`src/rtl/lanectrl_pause_req_gen.sv`:
```
// Pause request generator: raises HS_IO_CLK_PAUSE around a single delay-code load, then acks.
// Optional macro PAUSE_GAP_EN adds an enforced pause-low gap after every pause.
module lanectrl_pause_req_gen #(
    parameter int SETUP_CYCLES = 4,
    parameter int HOLD_CYCLES  = 4,
    parameter int GAP_CYCLES   = 2,
    parameter int CODE_W       = 8,
    parameter int CNT_W        = 4
) (
    input  logic              CLK,
    input  logic              RESET_N,
    input  logic              PAUSE_REQ,
    input  logic [CODE_W-1:0] DELAY_CODE_IN,
    output logic              PAUSE_ACK,
    output logic              BUSY,
    output logic              HS_IO_CLK_PAUSE,
    output logic              DELAY_LOAD,
    output logic [CODE_W-1:0] DELAY_CODE_OUT
);

`ifdef PAUSE_GAP_EN
    typedef enum logic [2:0] {IDLE, SETUP, LOAD, HOLD, DONE, GAP} state_t;
`else
    typedef enum logic [2:0] {IDLE, SETUP, LOAD, HOLD, DONE} state_t;
`endif

    state_t            state, state_nxt;
    logic [CNT_W-1:0]  cnt, cnt_nxt;
    logic [CODE_W-1:0] code_cap;
    logic              accept;

    always_comb begin
        state_nxt = state;
        cnt_nxt   = cnt;
        accept    = 1'b0;
        unique case (state)
            IDLE: begin
                if (PAUSE_REQ) begin
                    accept    = 1'b1;
                    state_nxt = SETUP;
                    cnt_nxt   = CNT_W'(SETUP_CYCLES - 1);
                end
            end
            SETUP: begin
                // A dropped request aborts even on the last setup cycle
                if (!PAUSE_REQ) begin
`ifdef PAUSE_GAP_EN
                    state_nxt = GAP;
                    cnt_nxt   = CNT_W'(GAP_CYCLES - 1);
`else
                    state_nxt = IDLE;
                    cnt_nxt   = '0;
`endif
                end else if (cnt == '0) begin
                    state_nxt = LOAD;
                end else begin
                    cnt_nxt = cnt - CNT_W'(1);
                end
            end
            LOAD: begin
                state_nxt = HOLD;
                cnt_nxt   = CNT_W'(HOLD_CYCLES - 1);
            end
            HOLD: begin
                if (cnt == '0) state_nxt = DONE;
                else           cnt_nxt   = cnt - CNT_W'(1);
            end
            DONE: begin
`ifdef PAUSE_GAP_EN
                state_nxt = GAP;
                cnt_nxt   = CNT_W'(GAP_CYCLES - 1);
`else
                state_nxt = IDLE;
`endif
            end
`ifdef PAUSE_GAP_EN
            GAP: begin
                if (cnt == '0) state_nxt = IDLE;
                else           cnt_nxt   = cnt - CNT_W'(1);
            end
`endif
            default: begin
                state_nxt = IDLE;
                cnt_nxt   = '0;
            end
        endcase
    end

    always_ff @(posedge CLK) begin
        if (!RESET_N) begin
            state           <= IDLE;
            cnt             <= '0;
            code_cap        <= '0;
            HS_IO_CLK_PAUSE <= 1'b0;
            DELAY_LOAD      <= 1'b0;
            PAUSE_ACK       <= 1'b0;
            DELAY_CODE_OUT  <= '0;
        end else begin
            state <= state_nxt;
            cnt   <= cnt_nxt;
            if (accept) code_cap <= DELAY_CODE_IN;
            // Outputs trail the state by one edge so pause fully brackets the load strobe
            HS_IO_CLK_PAUSE <= (state == SETUP) || (state == LOAD) || (state == HOLD);
            DELAY_LOAD      <= (state == LOAD);
            PAUSE_ACK       <= (state == DONE);
            if (state == LOAD) DELAY_CODE_OUT <= code_cap;
        end
    end

    assign BUSY = (state != IDLE);

endmodule

```
`config.mk`:
```
export PLATFORM = sky130hd
export DESIGN_NAME = lanectrl_pause_req_gen
export DESIGN_NICKNAME = d
export VERILOG_FILES = /design/src/rtl/lanectrl_pause_req_gen.sv
export SDC_FILE = /design/constraint.sdc
export NUM_CORES = 1
export LEC_CHECK = 0
export CAP_MARGIN = 40
export CORE_MARGIN = 8
export CORE_UTILIZATION = 50
export DETAILED_ROUTE_END_ITERATION = 10
export PLACE_DENSITY = 0.91
export SYNTH_ARGS = -nofsm -noshare
export SYNTH_HDL_FRONTEND = slang
export SYNTH_SLANG_ARGS = --single-unit
export TNS_END_PERCENT = 5
```
`constraint.sdc`:
```
create_clock -name CLK -period 2.7 [get_ports CLK]
set_clock_uncertainty 0.15 [all_clocks]
set_input_delay 0.27 -clock CLK [delete_from_list [all_inputs] [get_ports CLK]]
set_output_delay 0.27 -clock CLK [all_outputs]
set_load 0.005 [all_outputs]
```
=== Word-level counts from Yosys, hierarchy flattened ===
Cells that the tools add are included.

* Register bits after elaboration: 26
* Latch bits: 0
* RAM bits: 0
* Bits in read-only memories: 0
* Input port bits: 11
* Output and inout port bits: 12
* Logic and storage cells: 34
* Memories: 0

* Add/subtract/negate cells: 1
* Multiply operators: 0
* Div/mod/pow operators: 0
* Magnitude comparators: 0
* Eq/ne operators: 7
* Shifts and indexed selects: 0
* Muxes and demuxes: 11
* Bitwise gates (word level): 1
* Reduce and logical (&&, ||, !) cells: 7

{| class="wikitable"
|+ Operator list
! kind !! count
|-
| 4-bit one-hot mux with 5 select lines || 1
|-
| 3-bit two-way mux || 4
|-
| 4-bit two-way mux || 3
|-
| 3-bit one-hot mux with 4 select lines || 1
|-
| 3-bit by 2-bit equality test with 1-bit output, second input constant || 2
|-
| 4-bit logical NOT || 1
|-
| 2-bit != test, second input constant || 2
|-
| 4-bit by 1-bit subtractor with 4-bit output, second input constant || 1
|-
| 3-bit by 1-bit equality test with 1-bit output, second input constant || 1
|-
| 3-bit equality test, second input constant || 1
|-
| 3-bit logical NOT || 1
|-
| 3-bit != test, second input constant || 1
|-
| 3-bit AND reduction || 1
|-
| 3-bit nonzero test || 1
|-
| 1-bit logical OR || 2
|-
| 1-bit two-way mux || 2
|-
| 2-bit AND reduction || 1
|-
| 1-bit NOT || 1
|}

=== Longest topological paths before layout ===
Gate-level depths: netlist of the first run.

* Word-level depth: 4
* Gate-level depth with buffers: 5
* Mapped depth without buffers: 5

=== Worst setup path after synthesis of the first run ===
No wires, ideal clock.

* Path type: reg2reg
* Start: register cnt[0]
* End: register cnt[1]
* Data arrival time: 1.432 ns
* Data required time: 2.464 ns
* Path slack: 1.033 ns
* Stages on the path, launching flop included: 6
* Buffers on the path: 0
* Period minus slack after synthesis: 1.667 ns
* Path through: dfxtp_1 inv_1 ha_1 nor3b_2 mux2_2 a211oi_1

* Word-level cells in the longest chain between the ends: 4

{| class="wikitable"
|+ RTL lines
! item !! line !! RTL
|-
| start: declaration || 28 || <nowiki>logic [CNT_W-1:0] cnt, cnt_nxt;</nowiki>
|-
| start signal: assignment || 100 || <nowiki>cnt <= cnt_nxt;</nowiki>
|-
| 4-bit by 1-bit subtractor with 4-bit output or 4-bit logical NOT (tied branches) || - ||
|-
| 4-bit two-way mux (*) || 54, 65 ||
|-
| 4-bit two-way mux || 46 || <nowiki>if (!PAUSE_REQ) begin</nowiki>
|-
| 4-bit one-hot mux with 5 select lines (*) || 36 || <nowiki>unique case (state)</nowiki>
|}

Mark *: on every way between the ends. The rest lies on a longest branch, timed or not.
A chain may end at the register's enable or synchronous reset.

=== Worst setup path in the final report of the first run ===
* Start: register state[0]
* End: output BUSY

* Word-level cells in the longest chain between the ends: 1

{| class="wikitable"
|+ RTL lines
! item !! line !! RTL
|-
| start: declaration || 27 || <nowiki>state_t state, state_nxt;</nowiki>
|-
| start signal: assignment || 99 || <nowiki>state <= state_nxt;</nowiki>
|-
| 3-bit nonzero test || 110 || <nowiki>assign BUSY = (state != IDLE);</nowiki>
|-
| end: declaration || 15 || <nowiki>output logic BUSY,</nowiki>
|}

No other way between the ends.

==> metrics.md, run 1 <==
| Metric | Value |
|---|---|
| Number of DRC markers in iteration 0 | 21 |
| Most frequently used flop master after synthesis | dfxtp_1 |
| Fin crit period | approximately 2.1 ns |
| Sw Pwr | about 0.17 mW |
| CTS Hold Bufs | 0 |
| Grt total ovfl | 0 |
| Post-CTS sizing | 0 |
| Cts bufs inserted | 3 |
| Multiplexer area fraction after synthesis | approximately 9% |
| Longest Clk Path Bufs | 2 |
| Die X | 61.7 µm |
| CP Cell Sequence | or3_1 > clkdlybuf4s50_1 |
| Post-synthesis cell type count | 31 |
| Reg clk slew, reported paths | ~0.13 ns |
| Fin crit share | approximately 77% |
| Number of flops mapped to enable cells by yosys | 0 |
| First-pass GRT wire length | around 3400 µm |
| Non-filler instance count after layout | between 150 and 200 |
| Max_cap viols | 0 |
| WP data required | 2.28 ns |
| Logic pwr share | between 15 and 20% |
| N_diodes | 0 |
| Final Wtd Congestion | around 0.78 |
| Seq/Total Area, Yosys | about half |
| Routed vias | between 800 and 900 |
| Critical-path top delay cell | dfxtp_1 |
| Internal power | a little over 0.5 mW |
| Worst-Margin Slew | 0.670 ns |
| Clk Latency, worst-skew pair | about 0.30 ns |
| PD cells | slightly above 500 nW/µm² |
| Seq pwr share | 61.6% |
| Critical path type | flip-flop to primary output |
| Post-route ant nets | 0 |
| CTS Root Cell | clkbuf_4 |
| Maximum level of the CTS H-tree | 1 |
| DR WL/cell | roughly 13 µm |
| Leak pwr | 0.475 nW |
| Core area | about 2000 µm² |
| Buf+Inv Stages, Crit Path | 1 |
| Row Count | 16 |
| Starting Density | between 50% and 60% |
| RSZ-0062 raised after global routing | false |
| Core Util, Final | between 60% and 70% |
| Setup crit start kind | flip-flop |
| Synth Cell Area | approximately 1000 µm² |
| Largest net degree at the start of global routing | 20 |
| Max VDD drop | about 0.35 mV |
| Commonest cells after routing, fill and taps aside | dfxtp_1, clkdlybuf4s50_1, nand2_1 |
| Relative slew slack | about 55% |
| Post-Synth Simple-Gate Area | between 20 and 25% |
| Die Ht | between 60 and 70 µm |
| Clock sinks | 26 |
| Full die area | 3810 µm² |
| Initial antenna violation count | 0 |
| Clock Power Share | 22.6% |
| Synthesized-area fraction occupied by adder cells | about 1.2% |
| CP delay by family, top | flip-flops |
| Status | finished clean |
| Final setup fails | 0 |
| Slowest stage delay, CP | roughly 0.48 ns |
| Commonest non-fill, non-tap cell in the layout | dfxtp_1 |
| Post-CTS Setup Bufs | 0 |
| Post-synthesis register bit count | 26 |
| Arrival @ worst endpoint | roughly 1.7 ns |
| Max Fanout on Critical Path | 15 |
| TNS Setup | 0 ns |
| Top Ports | 23 |
| Layout cells sized above 1 | between 7 and 8% |
| Residual DRC | 0 |
| Sw Ratio | 24.8% |
| Syn Inst Count | between 100 and 150 |
| Total GRT Usage | 11.5% |
| Final wirelength | 2120 µm |
| Post-synthesis compound-gate area fraction | between 10 and 15% |
| Fin. Hold Viols | 0 |
| Final worst slack | ~0.63 ns |
| Final Cell Area | around 1300 µm² |
| TritonCTS clock tree | done |
| Syn nets | around 120 |
| Syn. warnings | 0 |
| Dpl cells | 156 |
| Async set-reset flop share out of synthesis | 0% |
| Layout overhead on the synthesized area | 24.8% |
| Vias in the first global route | 767 |
| Area after DPL | roughly 1300 µm² |
| Nets@finish | ~150 |
| Vias per inst | slightly above 5 |
| Synth Area in XOR/XNOR | 0% |
| Pre-CTS setup slack | 0.665 ns |
| Port bufs | 22 |
| Worst Setup End Kind | primary output |
| Syn avg cell area | 9.41 µm² |
| Slew Viols, Final | 0 |
| Largest family of logic cells by synthesized area | simple AND/OR/NAND/NOR gates |
| Pre-antenna DRT Iters | 4 |
| HPWL after DPL | ~1600 µm |
| Hold Crit Class | flip-flop to flip-flop |
| Max Fclk | roughly 0.48 GHz |
## synth_stat cells, drive strengths merged, types with 2 or more instances
cell,number,area (µm²)
nor2,10,37.5
a21oi,11,55.1
o32ai,2,25.0
or3,4,25.0
a32oi,3,26.3
buf,3,17.5
clkbuf,2,7.51
mux2i,8,80.1
nand2,19,71.3
inv,4,15.0
dfxtp,26,521
nand2b,2,12.5
nor3b,2,20.0
## layer usage
metal	wire (µm)	GRT usage, %
met1	1030	14.0
met4	0	3.25
met3	117	3.09
met5	0	0
met2	969	19.4
## layout make-up
cell class                 count  area, µm²
clock buffer                   3       22.5
timing repair buffer          23        228
inverter                       4       15.0
fill                         183        658
sequential                    26        520
tap                           27       33.8
multi-input combinational     76        484
## through the flow
stage / hold WS (ns) / power (mW)
2_1_floorplan: 0.242 / 0.490
3_3_place_gp: 0.295 / 0.524
3_5_place_dp: 0.298 / 0.528
4_1_cts: 0.317 / 0.680
5_1_grt: 0.332 / 0.720
6_report: 0.316 / 0.673
## state kept, by name (all words and copies together) (netlist names)
signal,cells
HS_IO_CLK_PAUSE,1
DELAY_LOAD,1
state,3
cnt,4
DELAY_CODE_OUT,8
code_cap,8
PAUSE_ACK,1
## power by group through the flow
stage / clock [mW] / combinational (mW) / sequential, mW
global placement: 0 / 0.103 / 0.422
global route: 0.186 / 0.116 / 0.418
floorplan: 0 / 0.0728 / 0.417
detailed placement: 0 / 0.105 / 0.423
finish: 0.152 / 0.106 / 0.415
CTS: 0.160 / 0.106 / 0.415
## worst min-delay path, delay by kind of cell (launching register included)
family / cells / cell delay, ns
simple gates: 1 / 0.05
compound gates: 1 / 0.05
flops: 1 / 0.33
## logic make-up (layout without fill, tap and decap cells)
kind of cell,after synthesis,in the layout
multiplexers,9,9
flip-flops,26,26
AO/OA/AOI/OAI,22,22
AND/OR/NAND/NOR,44,44
adder cells (fa/ha/maj),1,1
buffers and inverters,9,30
## final timing paths
| path | from | end | slack [ns] | depth (start not counted) |
|---|---|---|---|---|
| setup / recovery | state[0]$_SDFFE_PN0P_ | BUSY | 0.63 | 2 |
| hold / removal | code_cap[1]$_SDFFE_PN0P_ | code_cap[1]$_SDFFE_PN0P_ | 0.32 | 2 |
| setup reg to reg | cnt[0]$_SDFFE_PN0P_ | cnt[1]$_SDFFE_PN0P_ | 0.80 | 5 |
| hold reg to reg | code_cap[1]$_SDFFE_PN0P_ | code_cap[1]$_SDFFE_PN0P_ | 0.32 | 2 |
Note: power is estimated with default switching activity, not from simulation.
==> run 2: changes to the inputs <==
--- a/config.mk
+++ b/config.mk
@@ -7,9 +7,9 @@
 export LEC_CHECK = 0
 export CAP_MARGIN = 40
 export CORE_MARGIN = 8
-export CORE_UTILIZATION = 50
+export CORE_UTILIZATION = 43
 export DETAILED_ROUTE_END_ITERATION = 10
-export PLACE_DENSITY = 0.91
+export PLACE_DENSITY = 0.84
 export SYNTH_ARGS = -nofsm -noshare
 export SYNTH_HDL_FRONTEND = slang
 export SYNTH_SLANG_ARGS = --single-unit
==> constraint.sdc (replaced) <==
create_clock -name CLK -period 1.7 [get_ports CLK]
set_clock_uncertainty 0.15 [all_clocks]
set_input_delay 0.17 -clock CLK [delete_from_list [all_inputs] [get_ports CLK]]
set_output_delay 0.17 -clock CLK [all_outputs]
set_load 0.005 [all_outputs]
==> run 2 against run 1 <==
Largest cell class is now multi-input combinational cells. Worst setup slack lost 0.58 ns. Wire length grew 18%. Power grew 69%. Count of clock-buffer cells in the layout is the same. Cell area grew 11%. Critical endpoint unchanged. Register-to-register slack lost 0.74 ns. Global-route usage shrank 0.40 points. Flip-flop and latch count is the same. Clock power grew 57%. Die area grew 12%. Critical path depth is the same. Via count grew 7.3%.
==> metrics.md, run 2 (synthesis results as in run 1) <==
| Metric | Value |
|---|---|
| CTS Hold Bufs | 0 (unchanged) |
| TNS Setup | 0 ns (unchanged) |
| Cts bufs inserted | 3 (unchanged) |
| Critical-path top delay cell | or3_1 |
| Number of DRC markers in iteration 0 | 35 (+67%) |
| Full die area | 4260 µm² (+12%) |
| Slew Viols, Final | 0 (unchanged) |
| HPWL after DPL | 1720 µm (+9.1%) |
| Max VDD drop | 0.495 mV (+42%) |
| Hold Path Cell Cnt | 3 (+1) |
| Max Fclk | approximately 0.61 GHz |
| Final Wtd Congestion | 0.754 (-3.4%) |
| Slowest stage delay, CP | 0.40 ns (-0.08 ns) |
| Sw Ratio | 25.4% (+0.64 points) |
| Final worst slack | 0.0477 ns (-0.581 ns) |
| Core area | 2390 µm² (+22%) |
| Reg2reg setup slack | 0.06 ns (-0.74 ns) |
| Critical path type | flip-flop to primary output |
| CP Cell Sequence | or3_1 > dlygate4sd2_1 |
| Levels on crit path | 2 (unchanged) |
| Hold Path Origin | DELAY_CODE_IN[2] |
| Seq pwr share | 57.2% (-4.4 points) |
| Status | finished clean |
| Routed vias | 883 (+7.3%) |
| WP data required | 1.38 ns (-0.90 ns) |
| Port bufs | 22 (unchanged) |
| Pre-CTS setup slack | -0.0151 ns (-0.680 ns) |
| Row Count | 18 (+2) |
| PD cells | 786 nW/µm² (+52%) |
| Relative slew slack | 77.4% (+22 points) |
| Total GRT Usage | 11.1% (-0.40 points) |
| Grt total ovfl | 0 (unchanged) |
| Vias in the first global route | 895 (+17%) |
| Final Cell Area | 1450 µm² (+11%) |
| Residual DRC | 0 (unchanged) |
| Worst r2r src | state[1]$_SDFFE_PN0P_ |
| Worst hold endpoint | code_cap[2]$_SDFFE_PN0P_ |
| Logic pwr share | 21.8% (+6.1 points) |
| Worst Setup End Kind | primary output |
| Pre-antenna DRT Iters | 4 (unchanged) |
| Fin Hold WS | 0.269 ns (-0.0464 ns) |
| TritonCTS clock tree | done |
| Die Ht | 65.3 µm (+5.8%) |
| Maximum level of the CTS H-tree | 1 (unchanged) |
| Sw Pwr | 0.290 mW (+74%) |
| Buf+Inv Stages, Crit Path | 1 (unchanged) |
| FF-to-FF path depth | 4 (-1) |
| Area of the multi-input gates | 534 µm² (+10%) |
| Clk Latency, worst-skew pair | 0.30 ns (about the same) |
| Post-route ant nets | 0 (unchanged) |
| Top flop regs | DELAY_CODE_OUT: 8 flops, code_cap: 8 flops, cnt: 4 flops |
| Fin. Hold Viols | 0 (unchanged) |
| Internal power | 0.850 mW (+68%) |
| Max_cap viols | 0 (unchanged) |
| Leak pwr | 0.551 nW (+16%) |
| Max Fanout on Critical Path | 2 (-13) |
| Starting Density | 43.8% (-9.5 points) |
| Layout cells sized above 1 | 22.4% (+15 points) |
| DR WL/cell | 14.5 µm (+8.8%) |
| Largest net degree at the start of global routing | 19 (-5.0%) |
| Final setup fails | 0 (unchanged) |
| Layout overhead on the synthesized area | 38.8% |
| Initial antenna violation count | 0 (unchanged) |
| Core Util, Final | 60.7% (-5.7 points) |
| Worst-Margin Slew | 0.335 ns (-0.334 ns) |
| First-pass GRT wire length | 3890 µm (+15%) |
| Clock sinks | 26 (unchanged) |
| Reg-to-Reg End | code_cap[0]$_SDFFE_PN0P_ |
| CP delay by family, top | simple AND/OR/NAND/NOR gates |
| Final wirelength | 2500 µm (+18%) |
| Storage element area | 531 µm² (+1.9%) |
| Top Ports | 23 (unchanged) |
| Fin crit period | ~1.7 ns |
| RSZ-0062 raised after global routing | true |
| Longest Clk Path Bufs | 2 (unchanged) |
| FILL cells | 217 (+19%) |
| Hold Crit Class | primary input to flip-flop |
| N_diodes | 0 (unchanged) |
| Clock Power Share | 21.0% (-1.6 points) |
| Vias per inst | 5.10 (-1.4%) |
| Setup crit start kind | flip-flop |
| Fin crit share | a little under 100% |
| Area after DPL | 1330 µm² (+3.8%) |
| Commonest non-fill, non-tap cell in the layout | dfxtp_1 |
| Die X | 65.3 µm (+5.8%) |
| Nets@finish | 157 (+7.5%) |
| Commonest cells after routing, fill and taps aside | dfxtp_1, clkdlybuf4s50_1, nand2_1 |
| Arrival @ worst endpoint | 1.33 ns (-0.32 ns) |
| CTS Root Cell | clkbuf_4 |
| Reg clk slew, reported paths | 0.13 ns (about the same) |
[run 2: cell types whose count changed in the layout (fill, tap and decap cells not counted), moves of 2 or more]
cell and delta:
buf_4 +9, dfxtp_1 -4, dfxtp_2 +2, dfxtp_4 +2
[run 2: worst max path at each step]
stage                           from                  endpoint
2_1_floorplan    cnt[0]$_SDFFE_PN0P_       cnt[1]$_SDFFE_PN0P_
3_3_place_gp               PAUSE_REQ  code_cap[7]$_SDFFE_PN0P_
3_5_place_dp               PAUSE_REQ  code_cap[3]$_SDFFE_PN0P_
4_1_cts          cnt[0]$_SDFFE_PN0P_       cnt[1]$_SDFFE_PN0P_
5_1_grt        state[0]$_SDFFE_PN0P_                      BUSY
6_report       state[0]$_SDFFE_PN0P_                      BUSY
[run 2: area by class of cell]
type	instances	share of cell area (%)
Multi-Input combinational cell	76	36.8
Tap cell	30	2.59
Inverter	4	1.04
Timing Repair Buffer	34	21.4
Sequential cell	26	36.6
Clock buffer	3	1.55
[run 2: per-stage QoR]
step	power, mW	instances
finish	1.14	173
global route	1.20	173
CTS	1.10	170
detailed placement	0.862	165
global placement	0.852	165
floorplan	0.778	111
[run 2: per-layer routing]
layer  up-vias  global-route usage, %  wire length (µm)
li1        456                      -                 -
met1       403                   12.3              1110
met2        22                   18.5              1200
met3         2                   3.06               166
met4         0                   7.08                27
met5         -                      0                 0
[run 2: power groups by stage]
stage | sequential, mW | combinational [mW] | clock, mW
2_1_floorplan | 0.662 | 0.116 | 0
3_3_place_gp | 0.667 | 0.185 | 0
3_5_place_dp | 0.668 | 0.193 | 0
4_1_cts | 0.651 | 0.201 | 0.250
5_1_grt | 0.656 | 0.269 | 0.275
6_report | 0.652 | 0.248 | 0.239
[run 2: timing repair]
item,in CTS,in global routing
buffers inserted,2,2
pin swaps,0,1
setup endpoints to repair,1,5
gates cloned,0,1
resized for setup,5,15
[run 2: worst reg2reg max path, cell delays in order, from the launching register on]
cell	delay (ns)
dfxtp_4	0.37
buf_4	0.16
or4b_1	0.65
nand2_1	0.12
a21oi_1	0.08
==> run 3: changes to the inputs <==
--- a/config.mk
+++ b/config.mk
@@ -9,6 +9,7 @@
 export CORE_MARGIN = 8
 export CORE_UTILIZATION = 43
 export DETAILED_ROUTE_END_ITERATION = 10
+export MAX_ROUTING_LAYER = met4
 export PLACE_DENSITY = 0.84
 export SYNTH_ARGS = -nofsm -noshare
 export SYNTH_HDL_FRONTEND = slang
==> run 3 against run 2 <==
Combinational power fell by 9.3%. Worst hold slack got worse by 0.0022 ns. Count of clock-buffer cells in the layout did not move. Utilization fell by 1.5 points. Critical endpoint is now code_cap[3]$_SDFFE_PN0P_. Largest cell class is now flip-flops and latches. Highest routed layer unchanged.
==> metrics.md, run 3 (synthesis results as in run 1) <==
| Metric | Value |
|---|---|
| Max Fanout on Critical Path | 9 (+7) |
| Final Wtd Congestion | 0.764 (+1.3%) |
| Worst Setup End Kind | flip-flop |
| Vias in the first global route | 900 (+0.56%) |
| Leak pwr | 0.538 nW (-2.4%) |
| HPWL after DPL | 1720 µm (unchanged) |
| Hold Crit Class | primary input to flip-flop |
| Fin Hold WS | 0.267 ns (-0.00215 ns) |
| Final wirelength | 2400 µm (-4.0%) |
| Commonest cells after routing, fill and taps aside | dfxtp_1, clkdlybuf4s50_1, nand2_1 |
| Residual DRC | 0 (unchanged) |
| Starting Density | 43.8% (unchanged) |
| Commonest non-fill, non-tap cell in the layout | dfxtp_1 |
| CTS Root Cell | clkbuf_4 |
| Top Ports | 23 (unchanged) |
| Layout cells sized above 1 | 19.9% (-2.5 points) |
| FILL cells | 223 (+2.8%) |
| Fin crit share | 95.9% (-1.3 points) |
| Slew Viols, Final | 0 (unchanged) |
| Maximum level of the CTS H-tree | 1 (unchanged) |
| Layout overhead on the synthesized area | 35.4% |
| Pre-antenna DRT Iters | 4 (unchanged) |
| Worst r2r src | state[1]$_SDFFE_PN0P_ |
| Largest net degree at the start of global routing | 19 (unchanged) |
| DR WL/cell | 14.0 µm (-2.9%) |
| CTS Hold Bufs | 0 (unchanged) |
| Slowest stage delay, CP | 0.65 ns (+0.25 ns) |
| Relative slew slack | 74.6% (-2.8 points) |
| Worst-Margin Slew | 0.377 ns (+0.0417 ns) |
| Cts bufs inserted | 3 (unchanged) |
| Die Ht | 65.3 µm (unchanged) |
| Status | finished clean |
| Port bufs | 22 (unchanged) |
| RSZ-0062 raised after global routing | true |
| Post-route ant nets | 0 (unchanged) |
| Die X | 65.3 µm (unchanged) |
| TritonCTS clock tree | done |
| PD cells | 789 nW/µm² (+0.31%) |
| Critical path type | flip-flop to flip-flop |
| WP data required | 1.75 ns (+0.37 ns) |
| Max VDD drop | 0.502 mV (+1.4%) |
| Core Util, Final | 59.3% (-1.5 points) |
| Clk Latency, worst-skew pair | 0.30 ns (about the same) |
| N_diodes | 0 (unchanged) |
| Core area | 2390 µm² (unchanged) |
| Total GRT Usage | 11.4% (+0.32 points) |
| Final setup fails | 0 (unchanged) |
| Initial antenna violation count | 0 (unchanged) |
| Max Fclk | 0.613 GHz (+1.3%) |
| CP Cell Sequence | buf_4 > or4b_1 > nand2_1 > a21oi_1 |
| Critical-path top delay cell | or4b_1 |
| Fin crit period | 1.63 ns (-0.0214 ns) |
| Nets@finish | 155 (-1.3%) |
| Longest Clk Path Bufs | 2 (unchanged) |
| Clock sinks | 26 (unchanged) |
| Fin. Hold Viols | 0 (unchanged) |
| Number of DRC markers in iteration 0 | 37 (+5.7%) |
| Row Count | 18 (unchanged) |
| Hold Path Origin | DELAY_CODE_IN[2] |
| Top flop regs | DELAY_CODE_OUT: 8 flops, code_cap: 8 flops, cnt: 4 flops |
| Reg clk slew, reported paths | 0.13 ns (about the same) |
| Vias per inst | 5.13 (+0.48%) |
| Full die area | 4260 µm² (unchanged) |
| Max_cap viols | 0 (unchanged) |
| First-pass GRT wire length | 3890 µm (unchanged) |
| Setup crit start kind | flip-flop |
| Arrival @ worst endpoint | 1.68 ns (+0.35 ns) |
| Worst Setup SP | state[1]$_SDFFE_PN0P_ |
| Routed vias | 877 (-0.68%) |
| Grt total ovfl | 0 (unchanged) |
-- run 3: cell types whose count changed in the layout (fill, tap and decap cells not counted) --
cell	previous run	this run
a32oi_1	2	3
a32oi_2	1	0
buf_4	10	8
ha_2	0	1
ha_4	1	0
nor2_1	9	10
nor2_2	1	0
-- run 3: timing repair --
action / 4_1_cts / 5_1_grt
gates cloned: 0 / 1
gates resized for setup: 5 / 12
buffers inserted: 2 / 0
setup endpoints to repair: 1 / 5
-- run 3: area by class of cell --
cell class / count / area, µm² / share of cell area [%]
Sequential cell: 26 / 531 / 37.5
Multi-Input combinational cell: 76 / 514 / 36.3
Timing Repair Buffer: 32 / 295 / 20.9
Tap cell: 30 / 37.5 / 2.65
Clock buffer: 3 / 22.5 / 1.59
Inverter: 4 / 15.0 / 1.06
-- run 3: per-stage QoR --
step / power (mW) / TNS [ns] / setup slack (ns) / area [µm²] / std cells
2_1_floorplan: 0.778 / 0 / 0.0330 / 1040 / 111
3_3_place_gp: 0.852 / 0 / 0.0175 / 1330 / 165
3_5_place_dp: 0.862 / -0.0232 / -0.0151 / 1330 / 165
4_1_cts: 1.10 / 0 / 0.0340 / 1370 / 170
5_1_grt: 1.18 / -0.0151 / -0.0151 / 1420 / 171
6_report: 1.12 / 0 / 0.0691 / 1420 / 171
-- run 3: worst max-delay path: cells and delay by family (launching register included) --
family	cells	cell delay (ns)
buf+inv	1	0.15
compound gates	1	0.07
flops	1	0.37
simple gates	2	0.78
-- run 3: path summary, 6_finish.rpt --
path	cells past startpoint	end	slack (ns)
setup / recovery	4	code_cap[3]$_SDFFE_PN0P_	0.07
hold / removal	3	code_cap[2]$_SDFFE_PN0P_	0.27
setup reg to reg	4	code_cap[3]$_SDFFE_PN0P_	0.07
hold reg to reg	2	code_cap[5]$_SDFFE_PN0P_	0.32
-- run 3: report_power, final --
| group | internal, mW | leakage (nW) | switching, mW |
|---|---|---|---|
| sequential | 0.635 | 0.214 | 0.0162 |
| clock | 0.0826 | 0.0138 | 0.157 |
| combinational | 0.118 | 0.311 | 0.107 |
-- run 3: routing by layer --
metal  share of wire [%]  track usage, %
met1                  45            12.4
met2                  46            18.3
met3                 7.4            3.06
met4                0.83            7.08
met5                   0               -
